--- config.mk ---
export PLATFORM = sky130hd
export DESIGN_NAME = ctrl_pipe_hazard_flat
export DESIGN_NICKNAME = d
export VERILOG_FILES = /design/src/rtl/ctrl_pipe_hazard_pkg.sv /design/src/rtl/ctrl_pipe_hazard_if.sv /design/src/rtl/ctrl_pipe_hazard_fwd_unit.sv /design/src/rtl/ctrl_pipe_hazard.sv /design/src/flat_wrapper.sv
export SDC_FILE = /design/constraint.sdc
export NUM_CORES = 1
export LEC_CHECK = 0
export ABC_CLOCK_PERIOD_IN_PS = 3410
export CAP_MARGIN = 0
export CORE_MARGIN = 2
export CORE_UTILIZATION = 43
export DETAILED_ROUTE_END_ITERATION = 6
export PLACE_DENSITY = 0.95
export SLEW_MARGIN = 20
export SYNTH_ARGS = -nofsm -noshare
export SYNTH_HDL_FRONTEND = slang
export SYNTH_SLANG_ARGS = --single-unit
--- constraint.sdc ---
create_clock -name clk -period 3.41 [get_ports clk]
set_clock_uncertainty 0.05 [all_clocks]
set_input_delay 0.682 -clock clk [delete_from_list [all_inputs] [get_ports clk]]
set_output_delay 0.682 -clock clk [all_outputs]
set_load 0.02 [all_outputs]
--- src/rtl/ctrl_pipe_hazard_pkg.sv ---
//==============================================================================
// pipe_pkg -- shared types for the pipeline control-hazard block
// Rev 1.0
//==============================================================================
`default_nettype none

package pipe_pkg;

  localparam int         RA_W    = 5;
  localparam int         ALU_W   = 4;
  localparam logic [2:0] BR_NONE = 3'b110;

  typedef enum logic [1:0] {
    WB_PC4 = 2'b00,
    WB_ALU = 2'b01,
    WB_MEM = 2'b10
  } wb_sel_e;

  typedef enum logic [1:0] {
    FWD_RF  = 2'b00,
    FWD_MEM = 2'b01,
    FWD_WB  = 2'b10
  } fwd_e;

  typedef struct packed {
    logic             valid;
    logic [RA_W-1:0]  rd;
    logic [RA_W-1:0]  rs1;
    logic [RA_W-1:0]  rs2;
    logic             wren;
    wb_sel_e          wb_sel;
    logic [ALU_W-1:0] alu_sel;
    logic             alu_a_sel;
    logic             alu_b_sel;
    logic [2:0]       br_type;
    logic             mem_we;
  } ctrl_bundle_t;

  localparam ctrl_bundle_t CTRL_BUBBLE = '{
    valid:     1'b0,
    rd:        '0,
    rs1:       '0,
    rs2:       '0,
    wren:      1'b0,
    wb_sel:    WB_ALU,
    alu_sel:   '0,
    alu_a_sel: 1'b0,
    alu_b_sel: 1'b0,
    br_type:   BR_NONE,
    mem_we:    1'b0
  };

  // A stage supplies a source operand only if it really writes a non-x0 register.
  function automatic logic reg_hit(input logic            valid,
                                   input logic            wren,
                                   input logic [RA_W-1:0] rd,
                                   input logic [RA_W-1:0] src);
    return valid & wren & (rd != '0) & (rd == src);
  endfunction

endpackage

`default_nettype wire

--- src/rtl/ctrl_pipe_hazard_if.sv ---
//==============================================================================
// ctrl_pipe_hazard_if -- decode-side control bundle in, staged controls out
// Rev 1.0
//==============================================================================
`default_nettype none

interface ctrl_pipe_hazard_if;
  import pipe_pkg::*;

  logic             id_valid;
  logic [RA_W-1:0]  id_rs1;
  logic [RA_W-1:0]  id_rs2;
  logic [RA_W-1:0]  id_rd;
  logic             id_wren;
  logic [1:0]       id_wb_sel;
  logic [ALU_W-1:0] id_alu_sel;
  logic             id_alu_a_sel;
  logic             id_alu_b_sel;
  logic [2:0]       id_br_type;
  logic             id_mem_we;
  logic             ex_br_taken;

  logic             ex_valid;
  logic [RA_W-1:0]  ex_rd;
  logic [RA_W-1:0]  ex_rs1;
  logic [RA_W-1:0]  ex_rs2;
  logic             ex_wren;
  logic [1:0]       ex_wb_sel;
  logic [ALU_W-1:0] ex_alu_sel;
  logic             ex_alu_a_sel;
  logic             ex_alu_b_sel;
  logic [2:0]       ex_br_type;
  logic             ex_mem_we;

  logic             mem_valid;
  logic [RA_W-1:0]  mem_rd;
  logic             mem_wren;
  logic [1:0]       mem_wb_sel;
  logic             mem_we;

  logic             wb_valid;
  logic [RA_W-1:0]  wb_rd;
  logic             wb_wren;
  logic [1:0]       wb_wb_sel;

  logic             stall;
  logic             flush;
  logic [1:0]       fwd_a_sel;
  logic [1:0]       fwd_b_sel;

  modport master (
    output id_valid, id_rs1, id_rs2, id_rd, id_wren, id_wb_sel, id_alu_sel,
           id_alu_a_sel, id_alu_b_sel, id_br_type, id_mem_we, ex_br_taken,
    input  ex_valid, ex_rd, ex_rs1, ex_rs2, ex_wren, ex_wb_sel, ex_alu_sel,
           ex_alu_a_sel, ex_alu_b_sel, ex_br_type, ex_mem_we,
           mem_valid, mem_rd, mem_wren, mem_wb_sel, mem_we,
           wb_valid, wb_rd, wb_wren, wb_wb_sel,
           stall, flush, fwd_a_sel, fwd_b_sel
  );

  modport slave (
    input  id_valid, id_rs1, id_rs2, id_rd, id_wren, id_wb_sel, id_alu_sel,
           id_alu_a_sel, id_alu_b_sel, id_br_type, id_mem_we, ex_br_taken,
    output ex_valid, ex_rd, ex_rs1, ex_rs2, ex_wren, ex_wb_sel, ex_alu_sel,
           ex_alu_a_sel, ex_alu_b_sel, ex_br_type, ex_mem_we,
           mem_valid, mem_rd, mem_wren, mem_wb_sel, mem_we,
           wb_valid, wb_rd, wb_wren, wb_wb_sel,
           stall, flush, fwd_a_sel, fwd_b_sel
  );

endinterface

`default_nettype wire

--- src/rtl/ctrl_pipe_hazard_fwd_unit.sv ---
//==============================================================================
// fwd_unit -- bypass select for one EX source operand (MEM beats WB)
// Rev 1.0
//==============================================================================
`default_nettype none

module fwd_unit
  import pipe_pkg::*;
(
  input  logic [RA_W-1:0] rs_i,
  input  logic            mem_valid_i,
  input  logic            mem_wren_i,
  input  logic [RA_W-1:0] mem_rd_i,
  input  logic            wb_valid_i,
  input  logic            wb_wren_i,
  input  logic [RA_W-1:0] wb_rd_i,
  output fwd_e            sel_o
);

  always_comb begin
    sel_o = FWD_RF;
    if (reg_hit(mem_valid_i, mem_wren_i, mem_rd_i, rs_i)) begin
      sel_o = FWD_MEM;
    end else if (reg_hit(wb_valid_i, wb_wren_i, wb_rd_i, rs_i)) begin
      sel_o = FWD_WB;
    end
  end

endmodule

`default_nettype wire

--- src/rtl/ctrl_pipe_hazard.sv ---
//==============================================================================
// ctrl_pipe_hazard -- ID/EX, EX/MEM, MEM/WB control registers with load-use
// stall, branch flush and forwarding selects. Rev 1.0
//==============================================================================
`default_nettype none

module ctrl_pipe_hazard
  import pipe_pkg::*;
(
  input  logic              clk,
  input  logic              rst,
  ctrl_pipe_hazard_if.slave bus
);

  ctrl_bundle_t ex_q,  ex_d;
  ctrl_bundle_t mem_q, mem_d;
  ctrl_bundle_t wb_q,  wb_d;
  ctrl_bundle_t id_bundle;

  logic load_use;
  logic flush;
  logic stall;
  fwd_e fwd_a;
  fwd_e fwd_b;

  always_comb begin
    id_bundle = '{
      valid:     bus.id_valid,
      rd:        bus.id_rd,
      rs1:       bus.id_rs1,
      rs2:       bus.id_rs2,
      wren:      bus.id_wren,
      wb_sel:    wb_sel_e'(bus.id_wb_sel),
      alu_sel:   bus.id_alu_sel,
      alu_a_sel: bus.id_alu_a_sel,
      alu_b_sel: bus.id_alu_b_sel,
      br_type:   bus.id_br_type,
      mem_we:    bus.id_mem_we
    };
  end

  assign flush    = ex_q.valid & bus.ex_br_taken;
  assign load_use = bus.id_valid & ex_q.valid & ex_q.wren &
                    (ex_q.wb_sel == WB_MEM) & (ex_q.rd != '0) &
                    ((ex_q.rd == bus.id_rs1) | (ex_q.rd == bus.id_rs2));
  // A taken branch discards the dependent instruction anyway, so it never stalls.
  assign stall    = load_use & ~flush;

  always_comb begin
    ex_d  = id_bundle;
    mem_d = ex_q;
    wb_d  = mem_q;
    if (flush | stall | ~bus.id_valid) begin
      ex_d = CTRL_BUBBLE;
    end
  end

  always_ff @(posedge clk) begin
    if (rst) begin
      ex_q  <= CTRL_BUBBLE;
      mem_q <= CTRL_BUBBLE;
      wb_q  <= CTRL_BUBBLE;
    end else begin
      ex_q  <= ex_d;
      mem_q <= mem_d;
      wb_q  <= wb_d;
    end
  end

  fwd_unit u_fwd_a (
    .rs_i        (ex_q.rs1),
    .mem_valid_i (mem_q.valid),
    .mem_wren_i  (mem_q.wren),
    .mem_rd_i    (mem_q.rd),
    .wb_valid_i  (wb_q.valid),
    .wb_wren_i   (wb_q.wren),
    .wb_rd_i     (wb_q.rd),
    .sel_o       (fwd_a)
  );

  fwd_unit u_fwd_b (
    .rs_i        (ex_q.rs2),
    .mem_valid_i (mem_q.valid),
    .mem_wren_i  (mem_q.wren),
    .mem_rd_i    (mem_q.rd),
    .wb_valid_i  (wb_q.valid),
    .wb_wren_i   (wb_q.wren),
    .wb_rd_i     (wb_q.rd),
    .sel_o       (fwd_b)
  );

  assign bus.ex_valid     = ex_q.valid;
  assign bus.ex_rd        = ex_q.rd;
  assign bus.ex_rs1       = ex_q.rs1;
  assign bus.ex_rs2       = ex_q.rs2;
  assign bus.ex_wren      = ex_q.wren;
  assign bus.ex_wb_sel    = ex_q.wb_sel;
  assign bus.ex_alu_sel   = ex_q.alu_sel;
  assign bus.ex_alu_a_sel = ex_q.alu_a_sel;
  assign bus.ex_alu_b_sel = ex_q.alu_b_sel;
  assign bus.ex_br_type   = ex_q.br_type;
  assign bus.ex_mem_we    = ex_q.mem_we;

  assign bus.mem_valid    = mem_q.valid;
  assign bus.mem_rd       = mem_q.rd;
  assign bus.mem_wren     = mem_q.wren;
  assign bus.mem_wb_sel   = mem_q.wb_sel;
  assign bus.mem_we       = mem_q.mem_we;

  assign bus.wb_valid     = wb_q.valid;
  assign bus.wb_rd        = wb_q.rd;
  assign bus.wb_wren      = wb_q.wren;
  assign bus.wb_wb_sel    = wb_q.wb_sel;

  assign bus.stall        = stall;
  assign bus.flush        = flush;
  assign bus.fwd_a_sel    = fwd_a;
  assign bus.fwd_b_sel    = fwd_b;

  // The write-back stage only needs rd/wren/wb_sel; the rest rides along unused.
  logic unused_wb;
  assign unused_wb = ^{wb_q.rs1, wb_q.rs2, wb_q.alu_sel, wb_q.alu_a_sel,
                       wb_q.alu_b_sel, wb_q.br_type, wb_q.mem_we};

endmodule

`default_nettype wire

--- src/flat_wrapper.sv ---
// flat-port wrapper written by rule: the top's interface ports become plain ports
module ctrl_pipe_hazard_flat import pipe_pkg::*;
  (clk, rst, bus_id_valid, bus_id_rs1, bus_id_rs2, bus_id_rd, bus_id_wren, bus_id_wb_sel, bus_id_alu_sel, bus_id_alu_a_sel, bus_id_alu_b_sel, bus_id_br_type, bus_id_mem_we, bus_ex_br_taken, bus_ex_valid, bus_ex_rd, bus_ex_rs1, bus_ex_rs2, bus_ex_wren, bus_ex_wb_sel, bus_ex_alu_sel, bus_ex_alu_a_sel, bus_ex_alu_b_sel, bus_ex_br_type, bus_ex_mem_we, bus_mem_valid, bus_mem_rd, bus_mem_wren, bus_mem_wb_sel, bus_mem_we, bus_wb_valid, bus_wb_rd, bus_wb_wren, bus_wb_wb_sel, bus_stall, bus_flush, bus_fwd_a_sel, bus_fwd_b_sel);
  ctrl_pipe_hazard_if bus_i ();
  input  logic clk;
  input  logic rst;
  input wire logic [$bits(bus_i.id_valid)-1:0] bus_id_valid;
  input wire logic [$bits(bus_i.id_rs1)-1:0] bus_id_rs1;
  input wire logic [$bits(bus_i.id_rs2)-1:0] bus_id_rs2;
  input wire logic [$bits(bus_i.id_rd)-1:0] bus_id_rd;
  input wire logic [$bits(bus_i.id_wren)-1:0] bus_id_wren;
  input wire logic [$bits(bus_i.id_wb_sel)-1:0] bus_id_wb_sel;
  input wire logic [$bits(bus_i.id_alu_sel)-1:0] bus_id_alu_sel;
  input wire logic [$bits(bus_i.id_alu_a_sel)-1:0] bus_id_alu_a_sel;
  input wire logic [$bits(bus_i.id_alu_b_sel)-1:0] bus_id_alu_b_sel;
  input wire logic [$bits(bus_i.id_br_type)-1:0] bus_id_br_type;
  input wire logic [$bits(bus_i.id_mem_we)-1:0] bus_id_mem_we;
  input wire logic [$bits(bus_i.ex_br_taken)-1:0] bus_ex_br_taken;
  output wire logic [$bits(bus_i.ex_valid)-1:0] bus_ex_valid;
  output wire logic [$bits(bus_i.ex_rd)-1:0] bus_ex_rd;
  output wire logic [$bits(bus_i.ex_rs1)-1:0] bus_ex_rs1;
  output wire logic [$bits(bus_i.ex_rs2)-1:0] bus_ex_rs2;
  output wire logic [$bits(bus_i.ex_wren)-1:0] bus_ex_wren;
  output wire logic [$bits(bus_i.ex_wb_sel)-1:0] bus_ex_wb_sel;
  output wire logic [$bits(bus_i.ex_alu_sel)-1:0] bus_ex_alu_sel;
  output wire logic [$bits(bus_i.ex_alu_a_sel)-1:0] bus_ex_alu_a_sel;
  output wire logic [$bits(bus_i.ex_alu_b_sel)-1:0] bus_ex_alu_b_sel;
  output wire logic [$bits(bus_i.ex_br_type)-1:0] bus_ex_br_type;
  output wire logic [$bits(bus_i.ex_mem_we)-1:0] bus_ex_mem_we;
  output wire logic [$bits(bus_i.mem_valid)-1:0] bus_mem_valid;
  output wire logic [$bits(bus_i.mem_rd)-1:0] bus_mem_rd;
  output wire logic [$bits(bus_i.mem_wren)-1:0] bus_mem_wren;
  output wire logic [$bits(bus_i.mem_wb_sel)-1:0] bus_mem_wb_sel;
  output wire logic [$bits(bus_i.mem_we)-1:0] bus_mem_we;
  output wire logic [$bits(bus_i.wb_valid)-1:0] bus_wb_valid;
  output wire logic [$bits(bus_i.wb_rd)-1:0] bus_wb_rd;
  output wire logic [$bits(bus_i.wb_wren)-1:0] bus_wb_wren;
  output wire logic [$bits(bus_i.wb_wb_sel)-1:0] bus_wb_wb_sel;
  output wire logic [$bits(bus_i.stall)-1:0] bus_stall;
  output wire logic [$bits(bus_i.flush)-1:0] bus_flush;
  output wire logic [$bits(bus_i.fwd_a_sel)-1:0] bus_fwd_a_sel;
  output wire logic [$bits(bus_i.fwd_b_sel)-1:0] bus_fwd_b_sel;
  assign bus_i.id_valid = bus_id_valid;
  assign bus_i.id_rs1 = bus_id_rs1;
  assign bus_i.id_rs2 = bus_id_rs2;
  assign bus_i.id_rd = bus_id_rd;
  assign bus_i.id_wren = bus_id_wren;
  assign bus_i.id_wb_sel = bus_id_wb_sel;
  assign bus_i.id_alu_sel = bus_id_alu_sel;
  assign bus_i.id_alu_a_sel = bus_id_alu_a_sel;
  assign bus_i.id_alu_b_sel = bus_id_alu_b_sel;
  assign bus_i.id_br_type = bus_id_br_type;
  assign bus_i.id_mem_we = bus_id_mem_we;
  assign bus_i.ex_br_taken = bus_ex_br_taken;
  assign bus_ex_valid = bus_i.ex_valid;
  assign bus_ex_rd = bus_i.ex_rd;
  assign bus_ex_rs1 = bus_i.ex_rs1;
  assign bus_ex_rs2 = bus_i.ex_rs2;
  assign bus_ex_wren = bus_i.ex_wren;
  assign bus_ex_wb_sel = bus_i.ex_wb_sel;
  assign bus_ex_alu_sel = bus_i.ex_alu_sel;
  assign bus_ex_alu_a_sel = bus_i.ex_alu_a_sel;
  assign bus_ex_alu_b_sel = bus_i.ex_alu_b_sel;
  assign bus_ex_br_type = bus_i.ex_br_type;
  assign bus_ex_mem_we = bus_i.ex_mem_we;
  assign bus_mem_valid = bus_i.mem_valid;
  assign bus_mem_rd = bus_i.mem_rd;
  assign bus_mem_wren = bus_i.mem_wren;
  assign bus_mem_wb_sel = bus_i.mem_wb_sel;
  assign bus_mem_we = bus_i.mem_we;
  assign bus_wb_valid = bus_i.wb_valid;
  assign bus_wb_rd = bus_i.wb_rd;
  assign bus_wb_wren = bus_i.wb_wren;
  assign bus_wb_wb_sel = bus_i.wb_wb_sel;
  assign bus_stall = bus_i.stall;
  assign bus_flush = bus_i.flush;
  assign bus_fwd_a_sel = bus_i.fwd_a_sel;
  assign bus_fwd_b_sel = bus_i.fwd_b_sel;
  ctrl_pipe_hazard u_core (.clk(clk), .rst(rst), .bus(bus_i));
endmodule
==> summary.md <==
| Metric | Value |
|---|---|
| Post-synthesis sequential area ratio | 52.8% |
| Share of the synthesized area in the top cell type | 52.8% |
| Fin. Hold Viols | 0 |
| Post-CTS Setup Repair Bufs | 0 |
| Fin crit period | 3.17 ns |
| Largest family of logic cells by synthesized area | simple AND/OR/NAND/NOR gates |
| Std cell rows | 23 |
| Top_reg_cell synth | dfxtp_1 |
| Worst setup EP type | primary output |
| Root Driver | clkbuf_8 |
| Synth Instances | 187 |
| Setup WS post-layout | 0.237 ns |
| First-pass GRT wire length | 7.42 mm |
| Resized cells post-CTS | 0 |
| CORE AREA | 4030 µm² |
| Total Routing Usage GR | 19.0% |
| Syn_area_per_cell | 9.74 µm² |
| #FFs+latches synth | 48 |
| Dpl hpwl | 3.38 mm |
| Grt met1 use | 21.4% |
| Synth warn | 0 |
| Hold_ws | 0.398 ns |
| Reg2Reg Setup Slack | 1.64 ns |
| Clk sinks | 48 |
| Residual DRC count | 0 |
| Max Slew Vio Count | 0 |
| Arrival @ worst endpoint | 2.44 ns |
| Req. time, crit path | 2.68 ns |
| Later-pin clock latency in the skew report | 0.30 ns |
| Busiest grt layer | met2 |
| Setup TNS | 0 ns |
| Final Setup Violations | 0 |
| Largest net degree at the start of global routing | 30 |
| Crit-path max FO | 5 |
| Final Cycle Share | 93.0% |
| Post-synth cell types | 22 |
| Pwr dens | 404 nW/µm² |
| CTS tree | done |
| Xor/xnor share of the synthesized area | 14.4% |
| Worst slew margin | 64.1% |
| Initial Utilization | 45.2% |
| Worst hold path type | register to register |
| CP Launch Type | register |
| Vias in the first global route | 1640 |
| GRT met3 Usage | 6.29% |
| Vias | 1559 |
| RSZ-0062 raised after global routing | false |
| Gr ovfl total | 0 |
| Diodes inserted | 0 |
| Mux share of post-synthesis cell area | 0% |
| Post-synth top cells | dfxtp_1, nand2_1, a21oi_1, nor2b_1, xnor2_1 |
| Chip Height | 69.1 µm |
| Vias per cell | 4.84 |
| Count leader, synth | dfxtp_1 |
| CTS Buf Count | 5 |
| Async set or reset register ratio after synthesis | 0% |
| DP Worst Slack | 0.279 ns |
| Yosys top cell by area | dfxtp_1 |
| Pre-Repair DR Iteration Count | 4 |
| Initial drt markers | 52 |
| Compound-cell area share of the yosys netlist | 10.0% |
| Clock-pin slew on the worst setup and hold paths | 0.08 ns |
| Leak pwr | 1.12 nW |
| Die Wd | 69.1 µm |
| Share of cells above drive strength 1 | 6.99% |
| Met2 usage | 33.7% |
| Area Growth Syn to Fin | 55.5% |
| Synth Area in Simple Gates | 20.3% |
| Status | completed |
| Mapped cell area | 1820 µm² |
| Post-Synth Adder-Cell Area | 0% |
| Die area | 4770 µm² |
| Syn_nets | 219 |
| IO Count | 86 |
| Synth area leaders | dfxtp_1, xnor2_1, a21oi_1, xor2_1, nand2_1 |
| FMAX | 315 MHz |
| Max-cap violations | 0 |
| Nets@finish | 305 |
| Avg WL per Cell | 13.6 µm |
| Clock Tree Buf Depth | 2 |
| Final WL | 4.37 mm |
| Tightest Pin Transition | 0.533 ns |
| WS Path Type | register to primary output |
| Post-route ant nets | 0 |
| Hold buffer count at CTS | 0 |
| H-tree level count | 2 |
| EDFF count, synth | 0 |
| Worst vdd ir | 0.323 mV |
| IO buf count | 85 |
| Initial antenna violation count | 0 |
| Gpl congestion | 0.870 |
-- where the power goes --
part | switching, W | total, W | internal (W) | leakage [nW]
sequential | 0.0000183 | 0.000598 | 0.000579 | 0.392
combinational | 0.0000732 | 0.000166 | 0.0000933 | 0.682
clock | 0.000169 | 0.000379 | 0.000210 | 0.0501
-- worst max-delay path, cell delays in order (launching register included) --
cell and delay [ns]:
dfxtp_1 0.36, or4_1 0.56, o211ai_2 0.19, nor4_1 0.11
nor4_2 0.27, clkdlybuf4s50_1 0.64
-- per-stage QoR --
step                      cells  power (W)  utilization (%)  instance area, µm²
after global placement      316   0.000774             67.8                2730
after detailed placement    316   0.000778             67.8                2730
final                       322    0.00114             70.2                2830
after CTS                   322    0.00115             70.2                2830
after floorplan             187   0.000685                -                1820
after global routing        322    0.00119             70.2                2830
-- flip-flops by register name, summed over array words and instances, names as in the netlist, 3 cells and up --
name and count:
u_core.bus.wb_rd 5, u_core.bus.ex_br_type 3, u_core.bus.ex_rd 5, u_core.bus.ex_rs2 5, u_core.bus.ex_alu_sel 4, u_core.bus.mem_rd 5, u_core.bus.ex_rs1 5
-- routing by layer --
metal  part of all wire [%]  vias up
li1                       -      790
met1                     41      697
met2                     50       64
met3                    7.1        8
met4                    1.6        0
met5                      0        -
-- area by class of cell --
class                      instances  area [µm²]
fill                             323        1200
sequential                        48         961
timing repair buffer              89         881
multi-input combinational        129         827
clock buffer                       5        68.8
tap                               50        62.6
clock inverter                     1        30.0
-- cells by family after synthesis --
kind of cell	Yosys count
flops	48
compound gates	32
simple gates	67
xor+xnor	30
buf+inv	10
-- cell usage in the layout (no fill, tap or decap), types with 2 or more instances in the layout --
| master | instances |
|---|---|
| a211o_1 | 3 |
| a21oi_1 | 26 |
| buf_4 | 4 |
| clkbuf_8 | 5 |
| clkdlybuf4s50_1 | 85 |
| dfxtp_1 | 48 |
| nand2_1 | 29 |
| nand3_1 | 4 |
| nor2b_1 | 17 |
| nor4_1 | 2 |
| nor4_2 | 3 |
| or2_2 | 2 |
| or4_1 | 5 |
| xnor2_1 | 16 |
| xor2_1 | 14 |
-- worst paths after layout --
check / from / to / cells after the start
worst min register to register: u_core.bus.mem_wb_sel[0]$_SDFF_PP1_ / u_core.bus.wb_wb_sel[0]$_SDFF_PP1_ / 1
worst max-delay path: u_core.bus.mem_rd[1]$_SDFF_PP0_ / bus_fwd_a_sel[1] / 5
worst min-delay path: u_core.bus.mem_wb_sel[0]$_SDFF_PP1_ / u_core.bus.wb_wb_sel[0]$_SDFF_PP1_ / 1
worst max register to register: u_core.bus.ex_rd[0]$_SDFF_PP0_ / u_core.bus.ex_wb_sel[0]$_SDFF_PP1_ / 5
No activity file was read; power rests on OpenSTA's default activity.
